--- config.mk ---
export PLATFORM = sky130hd
export DESIGN_NAME = bitwise_logic_unit_flat
export DESIGN_NICKNAME = d
export VERILOG_FILES = /design/src/rtl/bitwise_logic_unit_pkg.sv /design/src/rtl/bitwise_logic_unit_if.sv /design/src/rtl/logic_gate_n.sv /design/src/rtl/bitwise_logic_unit.sv /design/src/flat_wrapper.sv
export SDC_FILE = /design/constraint.sdc
export NUM_CORES = 1
export LEC_CHECK = 0
export ABC_AREA = 0
export CORE_ASPECT_RATIO = 0.8
export CORE_MARGIN = 2
export CORE_UTILIZATION = 49
export CTS_BUF_LIST = sky130_fd_sc_hd__clkbuf_8
export CTS_CLUSTER_DIAMETER = 100
export DETAILED_ROUTE_END_ITERATION = 12
export PLACE_DENSITY = 0.95
export SKIP_CTS_REPAIR_TIMING = 1
export SYNTH_ARGS = -nofsm -noshare
export SYNTH_HDL_FRONTEND = slang
export SYNTH_SLANG_ARGS = --single-unit
--- constraint.sdc ---
create_clock -name clk -period 2.48 [get_ports clk]
set_input_delay 0.744 -clock clk [delete_from_list [all_inputs] [get_ports clk]]
set_output_delay 0.744 -clock clk [all_outputs]
set_load 0.02 [all_outputs]
--- src/rtl/bitwise_logic_unit_pkg.sv ---
`default_nettype none
// ============================================================================
//  Module      : logic_unit_pkg
//  Description : Shared operation encodings and widths for the bitwise logic
//                unit and its interface.
//                Optional feature macro: LOGIC_XOR_EN (enables OP_XOR).
//  Revision    : 1.0  initial release
// ============================================================================
package logic_unit_pkg;

    // Width of the operation select field.
    localparam int OP_W = 2;

    typedef enum logic [OP_W-1:0] {
        OP_AND   = 2'b00,
        OP_OR    = 2'b01,
        OP_NOT_A = 2'b10,
        OP_XOR   = 2'b11
    } op_e;

endpackage : logic_unit_pkg
`default_nettype wire

--- src/rtl/bitwise_logic_unit_if.sv ---
`default_nettype none
// ============================================================================
//  Module      : bitwise_logic_unit_if
//  Description : Request/result bundle for bitwise_logic_unit.
//                master : drives in_valid/op/a/b, observes results.
//                slave  : the logic unit itself.
//                Signals: in_valid, op[OP_W], a[N], b[N] (request)
//                         res[N], out_valid, zero, all_ones, illegal_op (result)
//  Revision    : 1.0  initial release
// ============================================================================
interface bitwise_logic_unit_if
    import logic_unit_pkg::*;
#(
    parameter int N = 8
);

    logic            in_valid;
    logic [OP_W-1:0] op;
    logic [N-1:0]    a;
    logic [N-1:0]    b;

    logic [N-1:0]    res;
    logic            out_valid;
    logic            zero;
    logic            all_ones;
    logic            illegal_op;

    modport master (
        output in_valid, op, a, b,
        input  res, out_valid, zero, all_ones, illegal_op
    );

    modport slave (
        input  in_valid, op, a, b,
        output res, out_valid, zero, all_ones, illegal_op
    );

endinterface : bitwise_logic_unit_if
`default_nettype wire

--- src/rtl/logic_gate_n.sv ---
`default_nettype none
// ============================================================================
//  Module      : logic_gate_n
//  Description : Combinational N-bit gate bank. Produces every supported
//                bitwise function in parallel; selection happens upstream.
//                Ports: a, b (operands) -> and_o, or_o, not_o (= ~a),
//                       xor_o (only when LOGIC_XOR_EN is defined).
//  Revision    : 1.0  initial release
// ============================================================================
module logic_gate_n #(
    parameter int N = 8
) (
    input  wire logic [N-1:0] a,
    input  wire logic [N-1:0] b,
    output logic      [N-1:0] and_o,
    output logic      [N-1:0] or_o,
`ifdef LOGIC_XOR_EN
    output logic      [N-1:0] xor_o,
`endif
    output logic      [N-1:0] not_o
);

    assign and_o = a & b;
    assign or_o  = a | b;
    assign not_o = ~a;
`ifdef LOGIC_XOR_EN
    assign xor_o = a ^ b;
`endif

endmodule : logic_gate_n
`default_nettype wire

--- src/rtl/bitwise_logic_unit.sv ---
`default_nettype none
// ============================================================================
//  Module      : bitwise_logic_unit
//  Description : Registered N-bit bitwise logic unit (AND / OR / NOT_A, and
//                XOR when LOGIC_XOR_EN is defined). One-cycle latency; result
//                and flags hold until the next accepted operation.
//                Ports: clk, rst (sync, active-high),
//                       bus (bitwise_logic_unit_if.slave): in_valid, op, a, b
//                       -> res, out_valid, zero, all_ones, illegal_op.
//                Optional feature macro: LOGIC_XOR_EN.
//  Revision    : 1.0  initial release
// ============================================================================
module bitwise_logic_unit
    import logic_unit_pkg::*;
#(
    parameter int N = 8
) (
    input wire logic             clk,
    input wire logic             rst,
    bitwise_logic_unit_if.slave  bus
);

    logic [N-1:0] w_and;
    logic [N-1:0] w_or;
    logic [N-1:0] w_not;
`ifdef LOGIC_XOR_EN
    logic [N-1:0] w_xor;
`endif

    logic [N-1:0] w_res;
    logic         w_illegal;

    logic [N-1:0] r_res;
    logic         r_out_valid;
    logic         r_zero;
    logic         r_all_ones;
    logic         r_illegal_op;

    logic_gate_n #(
        .N     (N)
    ) u_gates (
        .a     (bus.a),
        .b     (bus.b),
        .and_o (w_and),
        .or_o  (w_or),
`ifdef LOGIC_XOR_EN
        .xor_o (w_xor),
`endif
        .not_o (w_not)
    );

    // Operation select. An unsupported op yields an all-zero result so the
    // flags stay self-consistent (zero=1) while illegal_op reports it.
    always_comb begin
        w_res     = '0;
        w_illegal = 1'b0;
        case (bus.op)
            OP_AND:   w_res = w_and;
            OP_OR:    w_res = w_or;
            OP_NOT_A: w_res = w_not;
`ifdef LOGIC_XOR_EN
            OP_XOR:   w_res = w_xor;
`else
            OP_XOR:   w_illegal = 1'b1;
`endif
            default:  w_illegal = 1'b1;
        endcase
    end

    // Result/flag registers load only on an accepted op, so operand values
    // (including X) are never sampled while in_valid is low.
    always_ff @(posedge clk) begin
        if (rst) begin
            r_res        <= '0;
            r_out_valid  <= 1'b0;
            r_zero       <= 1'b1;
            r_all_ones   <= 1'b0;
            r_illegal_op <= 1'b0;
        end else begin
            r_out_valid <= bus.in_valid;
            if (bus.in_valid) begin
                r_res        <= w_res;
                r_zero       <= (w_res == '0);
                r_all_ones   <= (w_res == '1);
                r_illegal_op <= w_illegal;
            end
        end
    end

    assign bus.res        = r_res;
    assign bus.out_valid  = r_out_valid;
    assign bus.zero       = r_zero;
    assign bus.all_ones   = r_all_ones;
    assign bus.illegal_op = r_illegal_op;

endmodule : bitwise_logic_unit
`default_nettype wire

--- src/flat_wrapper.sv ---
// flat-port wrapper written by rule: the top's interface ports become plain ports
module bitwise_logic_unit_flat import logic_unit_pkg::*;
#(
    parameter int N = 8
)
  (clk, rst, bus_in_valid, bus_op, bus_a, bus_b, bus_res, bus_out_valid, bus_zero, bus_all_ones, bus_illegal_op);
  bitwise_logic_unit_if #(.N(N)) bus_i ();
  input wire logic clk;
  input wire logic rst;
  input wire logic [$bits(bus_i.in_valid)-1:0] bus_in_valid;
  input wire logic [$bits(bus_i.op)-1:0] bus_op;
  input wire logic [$bits(bus_i.a)-1:0] bus_a;
  input wire logic [$bits(bus_i.b)-1:0] bus_b;
  output wire logic [$bits(bus_i.res)-1:0] bus_res;
  output wire logic [$bits(bus_i.out_valid)-1:0] bus_out_valid;
  output wire logic [$bits(bus_i.zero)-1:0] bus_zero;
  output wire logic [$bits(bus_i.all_ones)-1:0] bus_all_ones;
  output wire logic [$bits(bus_i.illegal_op)-1:0] bus_illegal_op;
  assign bus_i.in_valid = bus_in_valid;
  assign bus_i.op = bus_op;
  assign bus_i.a = bus_a;
  assign bus_i.b = bus_b;
  assign bus_res = bus_i.res;
  assign bus_out_valid = bus_i.out_valid;
  assign bus_zero = bus_i.zero;
  assign bus_all_ones = bus_i.all_ones;
  assign bus_illegal_op = bus_i.illegal_op;
  bitwise_logic_unit #(.N(N)) u_core (.clk(clk), .rst(rst), .bus(bus_i));
endmodule
==> impl_metrics.json <==
{
  "outcome": "complete, no violations",
  "fill_cells": 135,
  "cts.clk_slew.worst_paths_ns": 0.05,
  "syn-num-nets": 121,
  "min_from": "u_core.bus.illegal_op",
  "nNetsFinal": 152,
  "cp.depth": 6,
  "start_util_pct": 53.0,
  "cpPeakStageDelay_ns": 0.56,
  "cts_buffer_depth": 2,
  "crit_end": "u_core.bus.zero",
  "ir_drop_v": 0.000505,
  "hold_viol_final": 0,
  "dieHeight_um": 41.9,
  "p_leak_nw": 0.463,
  "wl_per_cell_um": 15.4,
  "cts_root_buffer": "clkbuf_8",
  "p_int_uw": 432,
  "seq_area_um2": 240,
  "critical-path-top-delay-family": "buffers and inverters",
  "comb_power_share_pct": 29.5,
  "drive_above_1_share_pct": 13.8,
  "worst_pin_slew_ns": 0.586,
  "cp.arrival_ns": 2.33,
  "rr_worst_depth": 2,
  "drc": 0,
  "postLayoutCoreUtil_pct": 73.8,
  "vias_per_cell": 6.14,
  "worstSetupPathType": "primary input to flip-flop",
  "yosys_warnings": 0,
  "grt_max_degree": 16,
  "synth_largest_area_cell": "dfxtp_1",
  "drtIter0Drc": 20,
  "grt_use_total_pct": 23.3,
  "powerDensity_nw_per_um2": 489,
  "required_ns": 2.62,
  "grt_first_pass_wirelength_um": 3890,
  "tns_ns": 0,
  "switching_share_pct": 27.8,
  "pwr-share-seq_pct": 35.5,
  "vias": 934,
  "crit_path_end_kind": "flip-flop",
  "startpoint": "bus_op[0]",
  "synth.ff_latch_count": 12,
  "drt_wl_total_um": 2340,
  "critical_path.max_fanout": 10,
  "ys_top_cells_by_area": "dfxtp_1 (27%), a21oi_1 (8.0%), o221ai_1 (8.0%)",
  "htreeDepth": 1,
  "setup_viol": 0,
  "synth_area_um2": 880,
  "final_common_cell": "clkdlybuf4s50_1",
  "area_delta_synth_final_pct": 39.1,
  "switchingPower_uw": 166,
  "critPathBufInv": 2,
  "r2r-start": "u_core.bus.zero",
  "clk-insertion-delay-late_ns": 0.24,
  "ant_nets": 0,
  "synth.distinct_cells": 30,
  "diodes": 0,
  "multi_input_area_um2": 523,
  "gp_congestion": 0.826,
  "io_buffers": 32,
  "fin_area_um2": 1220,
  "drtPass1Iterations": 4,
  "crit_chain": "clkdlybuf4s50_1, buf_4, a221oi_1, o22a_1, a21oi_1, o41ai_2",
  "cts_made_buffers": 3,
  "placed_cell_area_um2": 1170,
  "fin_crit_sh_pct": 88.5,
  "r2r-end": "u_core.bus.zero",
  "start_kind": "primary input",
  "rsz0062_at_grt": "no",
  "place_hpwl_um": 1750,
  "dieArea_um2": 2150,
  "top_layer_used": "met4",
  "cts_sinks": 12,
  "slew_viol_final": 0,
  "syn_inst": 100,
  "grt.overflow.total": 0,
  "met3_length_um": 103,
  "cts_tree": "yes",
  "synth_top_area_share_pct": 27.3,
  "fmax_mhz": 456,
  "antenna_found_initial": 0,
  "dieWidth_um": 51.4,
  "rows": 13,
  "min_period_ns": 2.19,
  "ys_seq_area_share_pct": 27.3,
  "ios": 33,
  "skew_ns": 0,
  "whs_ns": 0.471,
  "hold_path.class": "flip-flop to flip-flop",
  "most-common-layout-cells": "clkdlybuf4s50_1 (32), a21oi_1 (14), dfxtp_1 (12), o221ai_1 (8), o21a_1 (7)",
  "wl_met2_um": 1040,
  "core_um2": 1660,
  "p_clk_share_pct": 35.0,
  "r2r_setup_slack_ns": 1.79,
  "power_uw": 598,
  "synth.avg_cell_area_um2": 8.80,
  "m1WireLength_um": 1120,
  "relSlewSlack_pct": 60.8,
  "first_global_vias": 849,
  "cap_violations": 0,
  "worst_path_max_delay_cell": "clkdlybuf4s50_1"
}
==> area by class of cell <==
class,instances,area share (%)
Sequential cell,12,19.6
Multi-Input combinational cell,74,42.7
Clock buffer,4,4.50
Tap cell,22,2.25
Inverter,2,1.02
Timing Repair Buffer,38,29.9
==> cells in the mapped netlist <==
cell / instances
nand2_1: 3
nor2_4: 1
o41ai_2: 3
nor3_1: 5
nand4_1: 4
buf_4: 3
nand3_1: 2
o22ai_1: 1
nor4_1: 2
o21ai_1: 3
o22a_1: 1
o211a_1: 5
inv_1: 1
o211ai_1: 1
o221ai_1: 8
o221a_2: 1
clkbuf_1: 1
buf_6: 6
o21a_1: 7
a21oi_1: 14
a221o_1: 1
a21oi_2: 1
a221oi_1: 2
o21ai_0: 2
dfxtp_1: 12
nand2b_1: 1
inv_6: 1
a21oi_4: 1
nor2_1: 5
buf_2: 2
==> worst reg2reg max path: stages (launching register included) <==
cell and delay, ns:
dfxtp_1 0.32, a21oi_1 0.16, o41ai_2 0.10
==> kinds of logic (layout without fill, tap and decap cells) <==
| logic type | count (synthesis) | in the layout | share of synthesized area (%) |
|---|---|---|---|
| simple gates | 23 | 23 | 13.7 |
| compound gates | 51 | 51 | 45.8 |
| buf+inv | 14 | 44 | 13.2 |
| flops | 12 | 12 | 27.3 |
==> registers in the layout, indices dropped and copies added (netlist names) <==
name / flops
u_core.bus.all_ones: 1
u_core.bus.illegal_op: 1
u_core.bus.out_valid: 1
u_core.bus.res: 8
u_core.bus.zero: 1
==> per-stage QoR <==
step	worst slack [ns]	instances
2_1_floorplan	0.782	100
3_3_place_gp	0.159	148
3_5_place_dp	0.0604	148
4_1_cts	0.275	152
5_1_grt	0.118	152
6_report	0.285	152
==> power groups by stage <==
stage               Clock, mW  Combinational [mW]  Sequential [mW]
floorplan                   0              0.0870            0.230
global placement            0               0.170            0.215
detailed placement          0               0.174            0.216
CTS                     0.211               0.176            0.212
global route            0.219               0.190            0.213
finish                  0.209               0.177            0.212
==> per-layer routing <==
| metal | up-vias | GRT usage (%) |
|---|---|---|
| li1 | 461 | - |
| met4 | 0 | 9.47 |
| met2 | 33 | 36.2 |
| met1 | 432 | 32.7 |
| met3 | 8 | 2.52 |
| met5 | - | 0 |
==> how the worst min path moves through the flow <==
| stage | slack (ns) | endpoint | depth (start not counted) |
|---|---|---|---|
| 6_report | 0.47 | u_core.bus.illegal_op | 2 |
| 5_1_grt | 0.51 | u_core.bus.illegal_op | 2 |
| 3_3_place_gp | 0.45 | u_core.bus.illegal_op | 2 |
| 3_5_place_dp | 0.47 | u_core.bus.illegal_op | 2 |
| 2_1_floorplan | 0.53 | u_core.bus.illegal_op | 2 |
| 4_1_cts | 0.48 | u_core.bus.illegal_op | 2 |
Power figures use the tool's default switching activity.
